[config.mk]
export PLATFORM = sky130hd
export DESIGN_NAME = pong_engine_param
export DESIGN_NICKNAME = d
export VERILOG_FILES = /design/src/rtl/pong_engine_param.sv
export SDC_FILE = /design/constraint.sdc
export NUM_CORES = 1
export LEC_CHECK = 0
export ABC_AREA = 1
export BUFFER_PORTS_ARGS = -buffer_cell sky130_fd_sc_hd__buf_2
export CORE_MARGIN = 5
export CORE_UTILIZATION = 60
export CTS_CLUSTER_DIAMETER = 120
export CTS_CLUSTER_SIZE = 20
export DETAILED_ROUTE_END_ITERATION = 8
export HOLD_SLACK_MARGIN = 0.15
export PLACE_DENSITY = 0.78
export SYNTH_ARGS = -nofsm -noshare
export SYNTH_HDL_FRONTEND = slang
export SYNTH_SLANG_ARGS = --single-unit
[constraint.sdc]
create_clock -name clk -period 4.35 [get_ports clk]
set_clock_uncertainty 0.05 [all_clocks]
set_input_delay 0.435 -clock clk [delete_from_list [all_inputs] [get_ports clk]]
set_output_delay 0.435 -clock clk [all_outputs]
set_load 0.02 [all_outputs]
[src/rtl/pong_engine_param.sv]
// pong_engine_param: two-paddle pong physics with serve/score FSM and object renderer.
// Physics state advances once per frame on the tick pixel; rendering is combinational.
module pong_engine_param #(
  parameter int unsigned MAX_X     = 640,
  parameter int unsigned MAX_Y     = 480,
  parameter int unsigned BAR_L_X   = 32,
  parameter int unsigned BAR_R_X   = 600,
  parameter int unsigned BAR_W     = 4,
  parameter int unsigned BAR_H     = 72,
  parameter int unsigned BAR_V     = 4,
  parameter int unsigned BALL_SIZE = 8,
  parameter int unsigned V_INIT    = 2,
  parameter int unsigned V_MAX     = 6,
  parameter int unsigned HITS_STEP = 4,
  parameter int unsigned HOLD_FR   = 60
) (
  input  logic       clk,
  input  logic       rst_n,
  input  logic [9:0] pix_x,
  input  logic [9:0] pix_y,
  input  logic [1:0] btn1,
  input  logic [1:0] btn2,
  input  logic       serve,
  output logic       graph_on,
  output logic [2:0] graph_rgb,
  output logic       hit,
  output logic       miss_l,
  output logic       miss_r
);
  localparam int unsigned PW     = 10;
  localparam int unsigned SW     = 11;
  localparam int unsigned SPD_W  = $clog2(V_MAX + 1);
  localparam int unsigned HC_W   = $clog2(HITS_STEP + 1);
  localparam int unsigned HOLD_W = $clog2(HOLD_FR + 1);

  localparam logic [PW-1:0]    BAR_Y0     = PW'((MAX_Y - BAR_H) / 2);
  localparam logic [PW-1:0]    BAR_Y_MAX  = PW'(MAX_Y - BAR_H);
  localparam logic [PW-1:0]    BALL_X0    = PW'((MAX_X - BALL_SIZE) / 2);
  localparam logic [PW-1:0]    BALL_Y0    = PW'((MAX_Y - BALL_SIZE) / 2);
  localparam logic [SW-1:0]    BALL_Y_MAX = SW'(MAX_Y - BALL_SIZE);
  localparam logic [SPD_W-1:0] SPD_INIT   = SPD_W'(V_INIT);
  localparam logic [SPD_W-1:0] SPD_MAX    = SPD_W'(V_MAX);

  typedef enum logic [1:0] {IDLE = 2'd0, PLAY = 2'd1, HOLD = 2'd2} state_t;

  state_t            state, state_nxt;
  logic [PW-1:0]     bar_l_y, bar_l_y_nxt, bar_r_y, bar_r_y_nxt;
  logic [PW-1:0]     ball_x, ball_x_nxt, ball_y, ball_y_nxt;
  logic              dir_x, dir_x_nxt;          // 1 = moving right
  logic              dir_y, dir_y_nxt;          // 1 = moving down
  logic              miss_side_r, miss_side_r_nxt;
  logic [SPD_W-1:0]  spd, spd_nxt;
  logic [HC_W-1:0]   hit_cnt, hit_cnt_nxt;
  logic [HOLD_W-1:0] hold_cnt, hold_cnt_nxt;
  logic              hit_nxt, miss_l_nxt, miss_r_nxt;

  logic              tick;
  logic [SW-1:0]     bx, by, sp, px, py;
  logic              row_l, row_r, hit_l, hit_r, lost_l, lost_r, miss_now, dy;
  logic              ball_on, bar_l_on, bar_r_on;

  // Paddle step for one frame, clamped to the screen; both or neither button holds.
  function automatic logic [PW-1:0] bar_move(input logic [PW-1:0] y, input logic [1:0] b);
    logic [PW-1:0] r;
    r = y;
    if (b == 2'b10)
      r = (y >= PW'(BAR_V)) ? y - PW'(BAR_V) : '0;
    else if (b == 2'b01)
      r = (SW'(y) + SW'(BAR_V) >= SW'(BAR_Y_MAX)) ? BAR_Y_MAX : y + PW'(BAR_V);
    return r;
  endfunction

  // Frame tick and 11-bit collision/miss terms (no wrap-around in the sums).
  assign tick     = (pix_x == PW'(0)) && (pix_y == PW'(MAX_Y + 1));
  assign bx       = SW'(ball_x);
  assign by       = SW'(ball_y);
  assign sp       = SW'(spd);
  assign row_l    = (by < SW'(bar_l_y) + SW'(BAR_H)) && (by + SW'(BALL_SIZE) > SW'(bar_l_y));
  assign row_r    = (by < SW'(bar_r_y) + SW'(BAR_H)) && (by + SW'(BALL_SIZE) > SW'(bar_r_y));
  assign hit_r    = dir_x && (bx + SW'(BALL_SIZE) + sp >= SW'(BAR_R_X)) &&
                    (bx < SW'(BAR_R_X)) && row_r;
  assign hit_l    = !dir_x && (bx <= SW'(BAR_L_X + BAR_W - 1) + sp) &&
                    (bx + SW'(BALL_SIZE) > SW'(BAR_L_X + BAR_W)) && row_l;
  assign lost_l   = (bx <= sp);
  assign lost_r   = (bx + SW'(BALL_SIZE) + sp >= SW'(MAX_X));
  assign miss_now = !(hit_l || hit_r) && (lost_l || lost_r);

  // Next-state and per-frame physics update.
  always_comb begin
    state_nxt       = state;
    bar_l_y_nxt     = bar_l_y;
    bar_r_y_nxt     = bar_r_y;
    ball_x_nxt      = ball_x;
    ball_y_nxt      = ball_y;
    dir_x_nxt       = dir_x;
    dir_y_nxt       = dir_y;
    miss_side_r_nxt = miss_side_r;
    spd_nxt         = spd;
    hit_cnt_nxt     = hit_cnt;
    hold_cnt_nxt    = hold_cnt;
    hit_nxt         = 1'b0;
    miss_l_nxt      = 1'b0;
    miss_r_nxt      = 1'b0;
    dy              = dir_y;
    if (tick) begin
      bar_l_y_nxt = bar_move(bar_l_y, btn1);
      bar_r_y_nxt = bar_move(bar_r_y, btn2);
      unique case (state)
        IDLE: begin
          if (serve) begin
            state_nxt   = PLAY;
            spd_nxt     = SPD_INIT;
            hit_cnt_nxt = '0;
          end
        end
        PLAY: begin
          if (hit_l || hit_r) begin
            hit_nxt   = 1'b1;
            dir_x_nxt = hit_l;
            if (hit_cnt + HC_W'(1) == HC_W'(HITS_STEP)) begin
              hit_cnt_nxt = '0;
              spd_nxt     = (spd >= SPD_MAX) ? SPD_MAX : spd + SPD_W'(1);
            end else begin
              hit_cnt_nxt = hit_cnt + HC_W'(1);
            end
          end else if (miss_now) begin
            miss_l_nxt      = lost_l;
            miss_r_nxt      = lost_r;
            miss_side_r_nxt = lost_r;
            state_nxt       = HOLD;
            hold_cnt_nxt    = '0;
          end
          if (by <= sp) dy = 1'b1;
          if (by + SW'(BALL_SIZE) + sp >= SW'(MAX_Y)) dy = 1'b0;
          dir_y_nxt = dy;
          if (!miss_now) begin
            ball_x_nxt = dir_x_nxt ? PW'(bx + sp) : ((bx >= sp) ? PW'(bx - sp) : '0);
            if (dy)
              ball_y_nxt = (by + sp >= BALL_Y_MAX) ? PW'(BALL_Y_MAX) : PW'(by + sp);
            else
              ball_y_nxt = (by >= sp) ? PW'(by - sp) : '0;
          end
        end
        HOLD: begin
          if (hold_cnt == HOLD_W'(HOLD_FR - 1)) begin
            hold_cnt_nxt = '0;
            ball_x_nxt   = BALL_X0;
            ball_y_nxt   = BALL_Y0;
            dir_x_nxt    = miss_side_r;
            spd_nxt      = SPD_INIT;
            state_nxt    = IDLE;
          end else begin
            hold_cnt_nxt = hold_cnt + HOLD_W'(1);
          end
        end
        default: state_nxt = IDLE;
      endcase
    end
  end

  // State and pulse registers with synchronous active-low reset.
  always_ff @(posedge clk) begin
    if (!rst_n) begin
      state       <= IDLE;
      bar_l_y     <= BAR_Y0;
      bar_r_y     <= BAR_Y0;
      ball_x      <= BALL_X0;
      ball_y      <= BALL_Y0;
      dir_x       <= 1'b1;
      dir_y       <= 1'b1;
      miss_side_r <= 1'b0;
      spd         <= SPD_INIT;
      hit_cnt     <= '0;
      hold_cnt    <= '0;
      hit         <= 1'b0;
      miss_l      <= 1'b0;
      miss_r      <= 1'b0;
    end else begin
      state       <= state_nxt;
      bar_l_y     <= bar_l_y_nxt;
      bar_r_y     <= bar_r_y_nxt;
      ball_x      <= ball_x_nxt;
      ball_y      <= ball_y_nxt;
      dir_x       <= dir_x_nxt;
      dir_y       <= dir_y_nxt;
      miss_side_r <= miss_side_r_nxt;
      spd         <= spd_nxt;
      hit_cnt     <= hit_cnt_nxt;
      hold_cnt    <= hold_cnt_nxt;
      hit         <= hit_nxt;
      miss_l      <= miss_l_nxt;
      miss_r      <= miss_r_nxt;
    end
  end

  // Object coverage for the current pixel; ball has priority over paddles.
  assign px       = SW'(pix_x);
  assign py       = SW'(pix_y);
  assign ball_on  = (px >= bx) && (px < bx + SW'(BALL_SIZE)) &&
                    (py >= by) && (py < by + SW'(BALL_SIZE));
  assign bar_l_on = (px >= SW'(BAR_L_X)) && (px < SW'(BAR_L_X + BAR_W)) &&
                    (py >= SW'(bar_l_y)) && (py < SW'(bar_l_y) + SW'(BAR_H));
  assign bar_r_on = (px >= SW'(BAR_R_X)) && (px < SW'(BAR_R_X + BAR_W)) &&
                    (py >= SW'(bar_r_y)) && (py < SW'(bar_r_y) + SW'(BAR_H));
  assign graph_on  = ball_on || bar_l_on || bar_r_on;
  assign graph_rgb = ball_on ? 3'b100 : ((bar_l_on || bar_r_on) ? 3'b010 : 3'b000);

endmodule

==> summary.md <==
| Metric | Value |
|---|---|
| Outcome | `finished, final reports clean` |
| Syn Nets | `1,392` |
| DRC viols | `0` |
| Vias in the first global route | `7,608` |
| Max H-tree Level | `2` |
| Critical Path Source Type | `flop` |
| Gr usage total | `28.3%` |
| Hold_sp | `hit_cnt[1]` |
| CTS buffer count | `5` |
| Worst endpoint required time | `3.87 ns` |
| Gr ovfl total | `0` |
| Min cycle time layout | `4.07 ns` |
| Total Power | `1.09 mW` |
| CTS Buffer Depth | `2` |
| Initial core utilization | `60.5%` |
| CP Launch Point | `ball_x[4]` |
| First DRT Iteration DRCs | `735` |
| Core Box Area | `0.0131 mm^2` |
| Synth unique cells | `54` |
| Worst-Skew Late Latency | `0.32 ns` |
| Final nets | `1,417` |
| Worst-path cell chain | `ha_1 > nand4_2 > nor2_1 > nand2_1 > nand2_1 > ha_1 > nand2_1 > nor2_1 > a221oi_1 > o21ai_0 > nor4_1 > or2_2 > buf_2` |
| Max Slew Vio Count | `0` |
| Rows | `42` |
| CP top delay family | `simple AND/OR/NAND/NOR gates` |
| Number of synthesized flops with an enable pin | `0` |
| Fin worst setup slack | `0.285 ns` |
| Slowest-stage cell, CP | `nor4_1` |
| Post-CTS setup repair buffer count | `0` |
| Peak supply drop | `0.164 mV` |
| Top FF cell, synth | `dfxtp_1` |
| WS Path Type | `reg -> out` |
| Hold Crit Class | `reg -> reg` |
| Reg-to-reg critical path startpoint | `ball_y[3]` |
| F_max | `246 MHz` |
| Power per cell area | `130 mW/mm^2` |
| Post-route clock period utilization | `93.5%` |
| Sequential area share after synthesis | `14.1%` |
| Worst-path clk slew | `0.08 ns` |
| N_diodes | `0` |
| CP Capture Type | `primary output` |
| Die area | `0.0157 mm^2` |
| Worst-Margin Slew | `0.689 ns` |
| Fillers | `1,281` |
| Hpwl dp | `18,000 um` |
| Setup violators final | `0` |
| Synth Warn # | `0` |
| Worst EP arrival | `3.58 ns` |
| # Max-Cap Violations | `0` |
| Wire per inst | `16.0 um` |
| Area grow syn2layout | `5.90%` |
| Setup TNS | `0 ns` |
| Post-synth ARST share | `0%` |
| Die W | `125 um` |
| Largest net degree at the start of global routing | `31` |
| Share of cells above drive strength 1 | `8.16%` |
| Max FO, Critical Path | `7` |
| DP Worst Slack | `0.655 ns` |
| TritonRoute pass-1 iters | `5` |
| I/O pins | `34` |
| Leak | `4.15 nW` |
| # hold bufs at CTS | `0` |
| Resized Gates After CTS | `0` |
| First-pass GRT wire length | `36,900 um` |
| Vias per cell | `5.81` |
| Initial antenna violation count | `0` |
| Routed Antenna Nets | `0` |
| Worst path bufs/invs | `1` |
| TritonCTS clock tree | `yes` |
| Die Ht | `125 um` |
| Cell mode on critical path | `nand2_1` |
| Syn Std Cell Area | `0.00795 mm^2` |
| Avg Cell Area, Syn | `6.50 um^2` |
| Clk sink count | `56` |
| CP peak stage delay | `0.65 ns` |
| RSZ-0062 raised after global routing | `no` |
| Port bufs | `32` |
| Via Count | `8,288` |
| Final Hold Vio Count | `0` |
| Routed wire length | `22,800 um` |
| GP Congestion | `1.00` |
| Clk root buf | `clkbuf_16` |
| Relative slew slack | `53.6%` |
| #FFs+latches synth | `56` |
| Syn Inst Count | `1,224` |
routing by layer:
metal	vias to the layer above	part of all wire, %	global-route usage, %
li1	4186	-	-
met1	3713	44	36.8
met2	325	46	46.8
met3	64	7.2	4.43
met4	0	3.4	11.6
met5	-	0	0
Yosys cell counts, types with 11 or more instances:
cell	number	share of area [%]
nand2_1	267	13
inv_1	144	6.8
ha_1	137	22
nor2_1	108	5.1
a21oi_1	100	6.3
nand3_1	79	5.0
o21ai_0	73	4.6
dfxtp_1	56	14
xor2_1	41	4.5
nand4_1	27	2.1
nor3_1	25	1.6
nand2_2	12	0.94
o211ai_1	11	1.0
flip-flops by register name, summed over array words and instances, names as in the netlist:
name         cells
dir_x            1
state            2
ball_y          10
hold_cnt         6
miss_l           1
ball_x          10
bar_r_y          8
hit_cnt          3
miss_r           1
spd              3
dir_y            1
hit              1
miss_side_r      1
bar_l_y          8
layout by cell type (no fill, tap or decap), drive strengths merged, types with 2 or more instances in the layout:
| cell type | instances |
|---|---|
| or2 | 6 |
| a221oi | 5 |
| o2111ai | 4 |
| a21oi | 101 |
| inv | 155 |
| nand3 | 85 |
| nor3b | 2 |
| xnor2 | 4 |
| nand3b | 7 |
| clkinv | 3 |
| clkbuf | 5 |
| a21o | 2 |
| o21a | 7 |
| dfxtp | 56 |
| nor3 | 26 |
| o211ai | 11 |
| ha | 137 |
| buf | 42 |
| o31ai | 4 |
| nand2 | 282 |
| o21ai | 82 |
| a211oi | 2 |
| nor4 | 10 |
| a31oi | 6 |
| xor2 | 42 |
| a41oi | 3 |
| fa | 4 |
| and2 | 2 |
| a21boi | 2 |
| nor2 | 117 |
| nand4 | 29 |
worst paths after layout:
path,cells past startpoint,endpoint,slack (ns)
max reg2reg,18,ball_x[3],0.52
min reg2reg,2,hit_cnt[1],0.44
max,13,graph_on,0.28
min,2,hit_cnt[1],0.44
logic make-up (layout without fill, tap and decap cells):
kind of cell	after synthesis	in the layout	share of synthesized area, %
other	1	1	0.0472
DFF	56	56	14.1
xor gates and xnor gates	46	46	5.16
buffers and inverters	179	205	9.20
adders and majority gates	141	141	22.6
AOI/OAI and AO/OA	234	234	16.5
and+or+nand+nor	567	567	32.4
area by class of cell:
| cell class | instances | area (um^2) | area share, % |
|---|---|---|---|
| clock buffer | 5 | 125 | 1.49 |
| clock inverter | 3 | 33.8 | 0.401 |
| inverter | 155 | 587 | 6.97 |
| multi-input combinational | 989 | 6100 | 72.4 |
| sequential | 56 | 1120 | 13.3 |
| tap | 176 | 220 | 2.61 |
| timing repair buffer | 42 | 235 | 2.79 |
metrics by stage:
step	instance area (um^2)	std cells	util (%)	hold WS, ns
floorplan	7950	1224	-	0.394
global placement	8260	1418	62.9	0.412
detailed placement	8260	1418	62.9	0.418
CTS	8420	1426	64.1	0.444
global route	8420	1426	64.1	0.489
finish	8420	1426	64.1	0.439
tightest hold or removal path: stages (launching register included):
cell     delay [ns]
dfxtp_1        0.33
nand2_1        0.06
a21oi_1        0.05
power by group:
group	internal (mW)	total (mW)	switching, mW
Clock	0.223	0.453	0.230
Combinational	0.0470	0.129	0.0825
Sequential	0.512	0.512	0.000000338
Total	0.782	1.09	0.312
Power figures use the tool's default switching activity.
